**src/rtl/iomem_dma_pkg.sv**
```systemverilog
// Shared types and constants for the iomem DMA initiator and its optional timeout counter.
package iomem_dma_pkg;

   typedef enum logic [2:0] {
      IDLE   = 3'd0,
      RD_REQ = 3'd1,
      RD_GAP = 3'd2,
      WR_REQ = 3'd3,
      WR_GAP = 3'd4,
      FIN    = 3'd5
   } dma_state_e;

   localparam logic [3:0]  WSTRB_RD   = 4'b0000;
   localparam logic [3:0]  WSTRB_WR   = 4'b1111;
   localparam logic [31:0] WORD_BYTES = 32'd4;

   function automatic logic [31:0] word_align(input logic [31:0] addr);
      return addr & ~32'h0000_0003;
   endfunction

endpackage

```
**src/rtl/iomem_dma_timeout.sv**
```systemverilog
// Per-request watchdog: counts cycles an iomem request waits for ready and flags expiry.
// Instantiated by iomem_dma_initiator only when IOMEM_DMA_TIMEOUT_EN is defined.
module iomem_dma_timeout
   import iomem_dma_pkg::*;
#(
   parameter int TIMEOUT = 1024
) (
   input  logic clk,
   input  logic resetn,
   input  logic active,
   input  logic clear,
   output logic expire
);

   localparam int CNT_W = $clog2(TIMEOUT + 1);

   logic [CNT_W-1:0] cnt_q, cnt_d;

   always_comb begin
      cnt_d = cnt_q;
      if (clear || !active) begin
         cnt_d = '0;
      end else begin
         cnt_d = cnt_q + CNT_W'(1);
      end
   end

   // Fires during the TIMEOUT-th waiting cycle so the request is dropped at its end.
   assign expire = active && !clear && (cnt_q == CNT_W'(TIMEOUT - 1));

   always_ff @(posedge clk or negedge resetn) begin
      if (!resetn) begin
         cnt_q <= '0;
      end else begin
         cnt_q <= cnt_d;
      end
   end

endmodule

```
**src/rtl/iomem_dma_initiator.sv**
```systemverilog
// PicoRV32 iomem DMA initiator: copies cmd_len words src->dst, one read then one write per word.
// Request timeout/abort is built only when IOMEM_DMA_TIMEOUT_EN is defined.
module iomem_dma_initiator
   import iomem_dma_pkg::*;
#(
   parameter int LEN_W   = 16,
   parameter int TIMEOUT = 1024
) (
   input  logic             clk,
   input  logic             resetn,
   input  logic             cmd_valid,
   output logic             cmd_ready,
   input  logic [31:0]      cmd_src,
   input  logic [31:0]      cmd_dst,
   input  logic [LEN_W-1:0] cmd_len,
   input  logic             cmd_src_inc,
   output logic             busy,
   output logic             done,
   output logic             err,
   output logic [LEN_W-1:0] words_done,
   output logic             mem_valid,
   input  logic             mem_ready,
   output logic [3:0]       mem_wstrb,
   output logic [31:0]      mem_addr,
   output logic [31:0]      mem_wdata,
   input  logic [31:0]      mem_rdata
);

   dma_state_e       state_q, state_d;
   logic [31:0]      src_q, src_d;
   logic [31:0]      dst_q, dst_d;
   logic [LEN_W-1:0] len_q, len_d;
   logic [LEN_W-1:0] words_done_q, words_done_d;
   logic             inc_q, inc_d;
   logic             mem_valid_q, mem_valid_d;
   logic [3:0]       mem_wstrb_q, mem_wstrb_d;
   logic [31:0]      mem_addr_q, mem_addr_d;
   logic [31:0]      mem_wdata_q, mem_wdata_d;
   logic             busy_q, busy_d;
   logic             done_q, done_d;
   logic             err_q, err_d;
   logic             cmd_ready_q, cmd_ready_d;
   logic             handshake;
   logic             timeout_hit;

   assign handshake = mem_valid_q && mem_ready;

`ifdef IOMEM_DMA_TIMEOUT_EN
   iomem_dma_timeout #(
      .TIMEOUT (TIMEOUT)
   ) u_timeout (
      .clk    (clk),
      .resetn (resetn),
      .active (mem_valid_q),
      .clear  (mem_ready),
      .expire (timeout_hit)
   );
`else
   // No watchdog: the initiator waits forever, so this never fires and err stays 0.
   assign timeout_hit = (TIMEOUT < 0);
`endif

   always_comb begin
      state_d      = state_q;
      src_d        = src_q;
      dst_d        = dst_q;
      len_d        = len_q;
      inc_d        = inc_q;
      words_done_d = words_done_q;
      mem_valid_d  = mem_valid_q;
      mem_wstrb_d  = mem_wstrb_q;
      mem_addr_d   = mem_addr_q;
      mem_wdata_d  = mem_wdata_q;
      busy_d       = busy_q;
      done_d       = 1'b0;
      err_d        = err_q;

      case (state_q)
         IDLE: begin
            if (cmd_valid && cmd_ready_q) begin
               src_d        = word_align(cmd_src);
               dst_d        = word_align(cmd_dst);
               len_d        = cmd_len;
               inc_d        = cmd_src_inc;
               words_done_d = '0;
               err_d        = 1'b0;
               busy_d       = 1'b1;
               if (cmd_len == '0) begin
                  state_d = FIN;
               end else begin
                  state_d     = RD_REQ;
                  mem_valid_d = 1'b1;
                  mem_wstrb_d = WSTRB_RD;
                  mem_addr_d  = word_align(cmd_src);
               end
            end
         end
         RD_REQ: begin
            if (handshake) begin
               mem_wdata_d = mem_rdata;
               mem_valid_d = 1'b0;
               state_d     = RD_GAP;
            end else if (timeout_hit) begin
               mem_valid_d = 1'b0;
               err_d       = 1'b1;
               state_d     = FIN;
            end
         end
         RD_GAP: begin
            mem_valid_d = 1'b1;
            mem_wstrb_d = WSTRB_WR;
            mem_addr_d  = dst_q;
            state_d     = WR_REQ;
         end
         WR_REQ: begin
            if (handshake) begin
               words_done_d = words_done_q + LEN_W'(1);
               dst_d        = dst_q + WORD_BYTES;
               if (inc_q) begin
                  src_d = src_q + WORD_BYTES;
               end
               mem_valid_d = 1'b0;
               state_d     = WR_GAP;
            end else if (timeout_hit) begin
               mem_valid_d = 1'b0;
               err_d       = 1'b1;
               state_d     = FIN;
            end
         end
         WR_GAP: begin
            if (words_done_q == len_q) begin
               state_d = FIN;
            end else begin
               mem_valid_d = 1'b1;
               mem_wstrb_d = WSTRB_RD;
               mem_addr_d  = src_q;
               state_d     = RD_REQ;
            end
         end
         FIN: begin
            done_d  = 1'b1;
            busy_d  = 1'b0;
            state_d = IDLE;
         end
         default: begin
            mem_valid_d = 1'b0;
            busy_d      = 1'b0;
            state_d     = IDLE;
         end
      endcase

      // Held low through the done cycle so a new command lands one cycle later.
      cmd_ready_d = (state_d == IDLE) && !done_d;
   end

   always_ff @(posedge clk or negedge resetn) begin
      if (!resetn) begin
         state_q      <= IDLE;
         src_q        <= '0;
         dst_q        <= '0;
         len_q        <= '0;
         inc_q        <= 1'b0;
         words_done_q <= '0;
         mem_valid_q  <= 1'b0;
         mem_wstrb_q  <= WSTRB_RD;
         mem_addr_q   <= '0;
         mem_wdata_q  <= '0;
         busy_q       <= 1'b0;
         done_q       <= 1'b0;
         err_q        <= 1'b0;
         cmd_ready_q  <= 1'b1;
      end else begin
         state_q      <= state_d;
         src_q        <= src_d;
         dst_q        <= dst_d;
         len_q        <= len_d;
         inc_q        <= inc_d;
         words_done_q <= words_done_d;
         mem_valid_q  <= mem_valid_d;
         mem_wstrb_q  <= mem_wstrb_d;
         mem_addr_q   <= mem_addr_d;
         mem_wdata_q  <= mem_wdata_d;
         busy_q       <= busy_d;
         done_q       <= done_d;
         err_q        <= err_d;
         cmd_ready_q  <= cmd_ready_d;
      end
   end

   assign cmd_ready  = cmd_ready_q;
   assign busy       = busy_q;
   assign done       = done_q;
   assign err        = err_q;
   assign words_done = words_done_q;
   assign mem_valid  = mem_valid_q;
   assign mem_wstrb  = mem_wstrb_q;
   assign mem_addr   = mem_addr_q;
   assign mem_wdata  = mem_wdata_q;

endmodule

```
**config.mk**
```make
export PLATFORM = sky130hd
export DESIGN_NAME = iomem_dma_initiator
export DESIGN_NICKNAME = d
export VERILOG_FILES = /design/src/rtl/iomem_dma_pkg.sv /design/src/rtl/iomem_dma_timeout.sv /design/src/rtl/iomem_dma_initiator.sv
export SDC_FILE = /design/constraint.sdc
export NUM_CORES = 1
export LEC_CHECK = 0
export ABC_AREA = 1
export BUFFER_PORTS_ARGS = -buffer_cell sky130_fd_sc_hd__clkbuf_2
export CAP_MARGIN = 20
export CORE_ASPECT_RATIO = 0.5
export CORE_UTILIZATION = 45
export DETAILED_ROUTE_END_ITERATION = 8
export PLACE_DENSITY = 0.68
export SLEW_MARGIN = 20
export SYNTH_ARGS = -nofsm -noshare
export SYNTH_HDL_FRONTEND = slang
export SYNTH_SLANG_ARGS = --single-unit
```
**constraint.sdc**
```tcl
create_clock -name clk -period 1.7 [get_ports clk]
set_input_delay 0.17 -clock clk [delete_from_list [all_inputs] [get_ports clk]]
set_output_delay 0.17 -clock clk [all_outputs]
set_load 0.05 [all_outputs]
```
==> results.tsv, run 1 <==
stage	metric	value	unit
status	status	finished clean	
logic_synthesis	synthTopCellsByCount	nand2_1 (496), nor2_1 (166), dfrtp_1 (163), inv_1 (104), nand3_1 (92)	
logic_synthesis	synth_edf_count	0	
timing	finalCritPeriodShare	0.9621	
logic_synthesis	synth.distinct_cells	36	
placement	place_ws	-125.9	ps
setup_path	startpoint_type	flop	
setup_path	crit_path_frequent_cell	nand2_1	
die	io_pins	206	
grt	antenna_found_initial	1	
timing	rsz0062_at_grt	yes	
die	dieArea	0.02213	sq mm
power	power.density	1941	mW/mm^2
timing	hold_slack	21.96	ps
die	core	0.02083	sq mm
setup_path	endpoint_kind	flop	
layout	fin_area	0.01316	sq mm
timing	report.final.slew_viol_count	0	
die	die_y	105.7	um
layout	drive_gt1_frac	0.2691	
timing	finClkSkew	11.87	ps
routing	dr.pass1.iters	5	
setup_path	worst_path_dominant_cell_family	simple AND/OR/NAND/NOR gates	
die	dieWidth	209.4	um
logic_synthesis	yosysWarnings	0	
timing	finalCriticalPeriod	1636	ps
routing	vias_per_cell	5.367	
timing	hold_viol	0	
flow_run	max-cap-violations	0	
clock_network	clk_path_buf_depth	2	
setup_path	path_max_fanout	30	
timing	max_freq	611.4	MHz
logic_synthesis	synth_top_area_cell	dfrtp_1	
hold_path	hold_class	primary input to flop	
die	rows	37	
logic_synthesis	synth_top_area_frac	0.4215	
setup_path	cpPeakStageDelay	400	ps
clock_network	cts_root_buf	clkbuf_16	
setup_path	cp.required	2040	ps
clock_network	htree_levels	4	
placement	gp_congestion	0.9816	
routing	drcViolationCount	0	
layout	area_growth	36.02	%
logic_synthesis	synthFlopType	dfrtp_1	
setup_path	cp.arrival	1980	ps
logic_synthesis	synth_seq_area_share	0.4242	
logic_synthesis	synth_area_leaders	dfrtp_1 (42%), nand2_1 (19%), nor2_1 (6.4%), nand3_1 (4.8%), inv_1 (4.0%)	
setup_path	critPathKind	flop to flop	
logic_synthesis	synth_most_common_cell	nand2_1	
grt	grt_start_max_net_pins	35	
layout	nets	1820	
routing	drt_iter0_drc	877	
clock_network	cts_buffers	17	
logic_synthesis	syn_inst	1372	
layout	stdcell_count	1987	
setup_path	crit_buf_inv	2	
clock_network	tritoncts	done	
grt	grt_first_pass_wirelength	53850	um
power	p_leak	6.503	nW
clock_network	worstSkewPairLatency	460	ps
setup_path	crit_chain	inv_1 > nand2_1 > nand2_1 > nor2_1 > nand2_1 > nor2_4 > nand3_4 > buf_12 > nand4_1 > nand2_1	
placement	dp_hpwl	24680	um
placement	place.port_buffers	200	
placement	dp.cells	1892	
routing	num_vias	10670	
routing	drtAntennaViolNets	0	
power	vdd_ir_drop_max	1.682	mV
grt	grt_pass1_vias	10340	
placement	dpl_cell_area	0.01170	sq mm
setup_path	crit_slowest_cell	dfrtp_2	
logic_synthesis	syn_area_per_cell	7.053	sq um
logic_synthesis	syn-num-nets	1492	
routing	routed_wl	34350	um
clock_network	cts_sinks	164	
logic_synthesis	synth_seq_cells	164	
logic_synthesis	async_flop_share	1.000	
logic_synthesis	synth_area	0.009677	sq mm
grt	overflow	0	
grt	grtUsageTotal	0.3127	
timing	postLayoutSetupSlackWorst	64.38	ps
routing	wl_per_cell	17.28	um
clock_network	clkTransAtPathRegs	70	ps
die	initial_core_util	0.4645	
timing	setup_viol	0	
-- stage by stage --
step                power, W  utilization  TNS (ps)
global placement     0.02054       0.5616     -1907
CTS                  0.02481       0.6160         0
finish               0.02555       0.6318         0
global route         0.02713       0.6318    -611.2
floorplan            0.01622            -         0
detailed placement   0.02082       0.5616     -2930
-- per-layer routing --
metal  GRT usage  part of all wire  vias up
met5           0                 0        -
met4     0.09821             0.019        0
met3     0.04201             0.061       48
met2      0.5162              0.47      371
met1      0.4270              0.45     5124
li1            -                 -     5122
-- state kept, by name (all words and copies together) (netlist names) --
| register | flops |
|---|---|
| mem_addr | 31 |
| dst_q | 30 |
| inc_q | 1 |
| state_q | 3 |
| cmd_ready | 1 |
| done | 1 |
| words_done | 16 |
| mem_valid | 1 |
| mem_wdata | 32 |
| len_q | 16 |
| mem_wstrb | 1 |
| src_q | 30 |
| busy | 1 |
-- cell type report --
cell class | count | area (sq um)
fill | 1894 | 7670
multi-input combinational | 1040 | 5049
sequential | 164 | 4126
timing repair buffer | 368 | 2665
clock buffer | 19 | 442.9
inverter | 109 | 416.7
tap | 273 | 341.6
clock inverter | 13 | 118.9
antenna | 1 | 2.502
-- where the power goes --
group / switching (W) / total [W] / internal [W]
clock network: 0.00184 / 0.00380 / 0.00196
logic: 0.00964 / 0.0143 / 0.00467
registers: 0.00166 / 0.00745 / 0.00579
total: 0.0131 / 0.0256 / 0.0124
-- kinds of logic after synthesis --
kind of cell,count (synthesis),synth area share
and+or+nand+nor,848,0.3650
buffers and inverters,168,0.07228
muxes,32,0.03724
DFF,164,0.4242
other,1,0.0003875
AOI/OAI and AO/OA,147,0.08883
adders and majority gates,3,0.003879
xor gates and xnor gates,9,0.008146
-- placed cells by master (no fill, tap or decap), types with 3 or more instances in the layout --
| cell | instances |
|---|---|
| a211oi_1 | 3 |
| a21oi_1 | 27 |
| a22oi_1 | 5 |
| a31oi_1 | 4 |
| buf_12 | 14 |
| buf_4 | 94 |
| clkbuf_16 | 21 |
| clkbuf_2 | 199 |
| clkinv_4 | 4 |
| dfrtp_1 | 146 |
| dfrtp_2 | 17 |
| dlygate4sd3_1 | 53 |
| inv_1 | 97 |
| inv_2 | 10 |
| inv_6 | 6 |
| mux2_2 | 32 |
| nand2_1 | 489 |
| nand2_2 | 8 |
| nand3_1 | 88 |
| nand3_2 | 3 |
| nand3b_1 | 8 |
| nand4_1 | 45 |
| nor2_1 | 147 |
| nor2_2 | 19 |
| nor2_4 | 6 |
| nor3_1 | 18 |
| nor3_2 | 7 |
| o211ai_1 | 31 |
| o21ai_0 | 55 |
| o21ai_1 | 8 |
| o22ai_1 | 13 |
| or2_2 | 4 |
| xor2_1 | 7 |
-- path summary, 6_finish.rpt --
path | slack [ps] | to | startpoint | cells after the start
min in group asynchronous | 150 | len_q[1] | resetn | 2
hold reg to reg | 480 | mem_addr[30] | mem_addr[30] | 2
hold / removal | 20 | dst_q[30] | cmd_dst[30] | 5
setup reg to reg | 60 | mem_addr[28] | words_done[4] | 10
max in group asynchronous | 860 | mem_valid | resetn | 3
setup / recovery | 60 | mem_addr[28] | words_done[4] | 10
-- worst reg2reg max path: cells and delay by family (launching register included) --
kind | cells | cell delay, ps
and+or+nand+nor | 8 | 870
DFF | 1 | 400
buffers and inverters | 2 | 270
-- repair_timing --
action	4_1_cts	5_1_grt
gates cloned	0	4
endpoints found under the setup margin	57	90
resized for setup	11	61
setup buffers	0	5
hold buffers	53	0
pin swaps	1	5
hold endpoints to repair	206	0
Power figures use the tool's default switching activity.
==> run 2: changes to the inputs <==
--- a/config.mk
+++ b/config.mk
@@ -5,7 +5,6 @@
 export SDC_FILE = /design/constraint.sdc
 export NUM_CORES = 1
 export LEC_CHECK = 0
-export ABC_AREA = 1
 export BUFFER_PORTS_ARGS = -buffer_cell sky130_fd_sc_hd__clkbuf_2
 export CAP_MARGIN = 20
 export CORE_ASPECT_RATIO = 0.5
==> run 2 against run 1 <==
  * The flow now finishes with violations (negative hold slack, negative setup slack)
  * Non-clock buffer count grew 144
  * Setup slack got worse by 480 ps
  * Combinational power rose by 9%
==> results.tsv, run 2 <==
stage	metric	value	unit
routing	dr.pass1.iters	6	
logic_synthesis	synth_edf_count	0	
setup_path	reg2reg_depth	7	
status	status	complete, but fails checks	
routing	num_vias	10340	
routing	vias_per_cell	6.066	
layout	nFillCells	1183	
setup_path	path_max_fanout	20	
setup_path	endpoint_kind	flop	
layout	utilization	0.7596	
layout	area_growth	63.02	%
logic_synthesis	synth_seq_area_share	0.4455	
power	vdd_ir_drop_max	0.9165	mV
timing	postLayoutSetupSlackWorst	-412.9	ps
logic_synthesis	synthFlopType	dfrtp_1	
logic_synthesis	synth_area	0.009214	sq mm
hold_path	hold_class	primary input to flop	
power	total_power	0.02649	W
layout	nets	1545	
grt	antenna_found_initial	1	
routing	drt_iter0_drc	1084	
clock_network	clk_path_buf_depth	2	
power	p_sw_frac	0.4734	
logic_synthesis	synth_most_common_cell	dfrtp_1	
setup_path	crit_slowest_cell	dfrtp_1	
power	clockPowerShare	0.142	
layout	mostFrequentLayoutCells	clkbuf_2 (199), buf_4 (172), dfrtp_1 (144), nand2_1 (95), mux2_2 (62)	
routing	drtAntennaViolNets	0	
logic_synthesis	synth_top_area_cell	dfrtp_1	
flow_run	max-cap-violations	0	
power	seq_power_share	0.270	
timing	max_freq	473.3	MHz
placement	gp_congestion	0.9189	
logic_synthesis	syn_inst	965	
placement	place_ws	-458.8	ps
grt	grt_first_pass_wirelength	50180	um
routing	wl_per_cell	22.10	um
logic_synthesis	synth_top_area_frac	0.4427	
logic_synthesis	yosysWarnings	0	
timing	final.setup.tns	-25870	ps
die	die_y	103.2	um
timing	setup_viol	154	
logic_synthesis	syn-num-nets	1085	
power	power.density	1763	mW/mm^2
power	p_leak	6.838	nW
die	dieArea	0.02109	sq mm
routing	routed_wl	37670	um
clock_network	worstSkewPairLatency	450	ps
status	violations	negative hold slack, negative setup slack	
timing	finalCriticalPeriod	2113	ps
placement	place.port_buffers	200	
timing	hold_slack	-11.95	ps
setup_path	cpPeakStageDelay	430	ps
logic_synthesis	synth.distinct_cells	70	
logic_synthesis	syn_area_per_cell	9.548	sq um
clock_network	htree_levels	4	
clock_network	cts_root_buf	clkbuf_16	
timing	finClkSkew	14.66	ps
die	io_pins	206	
clock_network	tritoncts	done	
clock_network	cts_buffers	17	
clock_network	cts_sinks	164	
layout	largest_reg_flops	32	
power	p_sw	0.01254	W
die	core	0.01977	sq mm
hold_path	whs_path_depth	3	
setup_path	startpoint_type	flop	
layout	drive_gt1_frac	0.5556	
logic_synthesis	synth_area_leaders	dfrtp_1 (44%), mux2_2 (9.9%), nand2_1 (5.5%), a21oi_1 (3.9%), nor2_1 (3.2%)	
grt	grt_start_max_net_pins	44	
setup_path	cp.required	2040	ps
timing	hold_viol	1	
grt	overflow	0	
layout	antenna-diode-count	0	
clock_network	clkTransAtPathRegs	70	ps
grt	grt_pass1_vias	9393	
timing	rsz0062_at_grt	yes	
routing	drcViolationCount	0	
timing	report.final.slew_viol_count	0	
grt	grtUsageTotal	0.3145	
die	dieWidth	204.4	um
setup_path	crit_chain	xnor2_1 > nand4_1 > nor4_4 > a211oi_4 > nand2_2 > buf_12 > mux2_4	
setup_path	critPathKind	flop to flop	
timing	finalCritPeriodShare	1.243	
logic_synthesis	synth_seq_cells	164	
power	p_int	0.01395	W
die	initial_core_util	0.4660	
setup_path	cp.arrival	2450	ps
power	p_comb_frac	0.588	
logic_synthesis	synthTopCellsByCount	dfrtp_1 (163), nand2_1 (134), mux2_2 (81), nor2_1 (79), a21oi_1 (72)	
logic_synthesis	async_flop_share	1.000	
layout	final_common_cell	clkbuf_2	
die	rows	36	
placement	dp_hpwl	22220	um
-- run 2: worst max-delay path: cells and delay by family (launching register included) --
family	cells	cell delay, ps
flops	1	430
buf+inv	1	200
mux	1	330
xor+xnor	1	270
compound gates	1	130
simple gates	3	620
-- run 2: power groups by stage --
stage                     Combinational [W]  Sequential, W  Clock (W)
final                                0.0156        0.00714    0.00377
after global routing                 0.0164        0.00730    0.00395
after CTS                            0.0139        0.00692    0.00373
after floorplan                     0.00557        0.00973          0
after global placement               0.0125        0.00685          0
after detailed placement             0.0127        0.00695          0
-- run 2: cell families after synthesis --
group                      share of synthesized area
DFF                                           0.4455
other                                      0.0004070
xor gates and xnor gates                     0.02281
buffers and inverters                        0.04794
adders and majority gates                   0.004074
AOI/OAI and AO/OA                             0.1653
muxes                                         0.1229
and+or+nand+nor                               0.1911
-- run 2: path summary, 6_finish.rpt --
kind,start,end,slack [ps]
worst max-delay path,len_q[1],mem_addr[30],-410
worst min-delay path,cmd_dst[3],dst_q[3],-10
worst max register to register,len_q[1],mem_addr[30],-410
worst min register to register,mem_wdata[2],mem_wdata[2],510
max in group asynchronous,resetn,src_q[6],840
min in group asynchronous,resetn,words_done[10],220
-- run 2: what timing repair did --
item | in CTS | in global routing
hold buffers | 48 | 0
resized for setup | 144 | 195
buffers inserted | 28 | 46
pin swaps | 50 | 92
gates cloned | 8 | 6
hold endpoints to repair | 80 | 0
setup endpoints to repair | 139 | 159
-- run 2: through the flow --
step	area (sq um)	cells
after floorplan	9467	965
after global placement	11910	1543
after detailed placement	11910	1543
after CTS	13820	1657
after global routing	15020	1704
final	15020	1704
-- run 2: layer usage --
| metal | track usage | part of all wire | vias up |
|---|---|---|---|
| li1 | - | - | 4480 |
| met1 | 0.4163 | 0.39 | 5062 |
| met2 | 0.5074 | 0.47 | 660 |
| met3 | 0.06861 | 0.096 | 134 |
| met4 | 0.1292 | 0.043 | 0 |
| met5 | 0 | 0 | - |
-- run 2: layout make-up --
type / instances / area (sq um) / share of cell area
multi-input cells: 722 / 5806 / 0.3865
repair buffers: 512 / 4179 / 0.2782
flip-flops and latches: 164 / 4129 / 0.2749
clock buffers: 17 / 425.4 / 0.02832
well taps: 266 / 332.8 / 0.02216
clock inverters: 15 / 118.9 / 0.007913
inverters: 8 / 30.03 / 0.001999
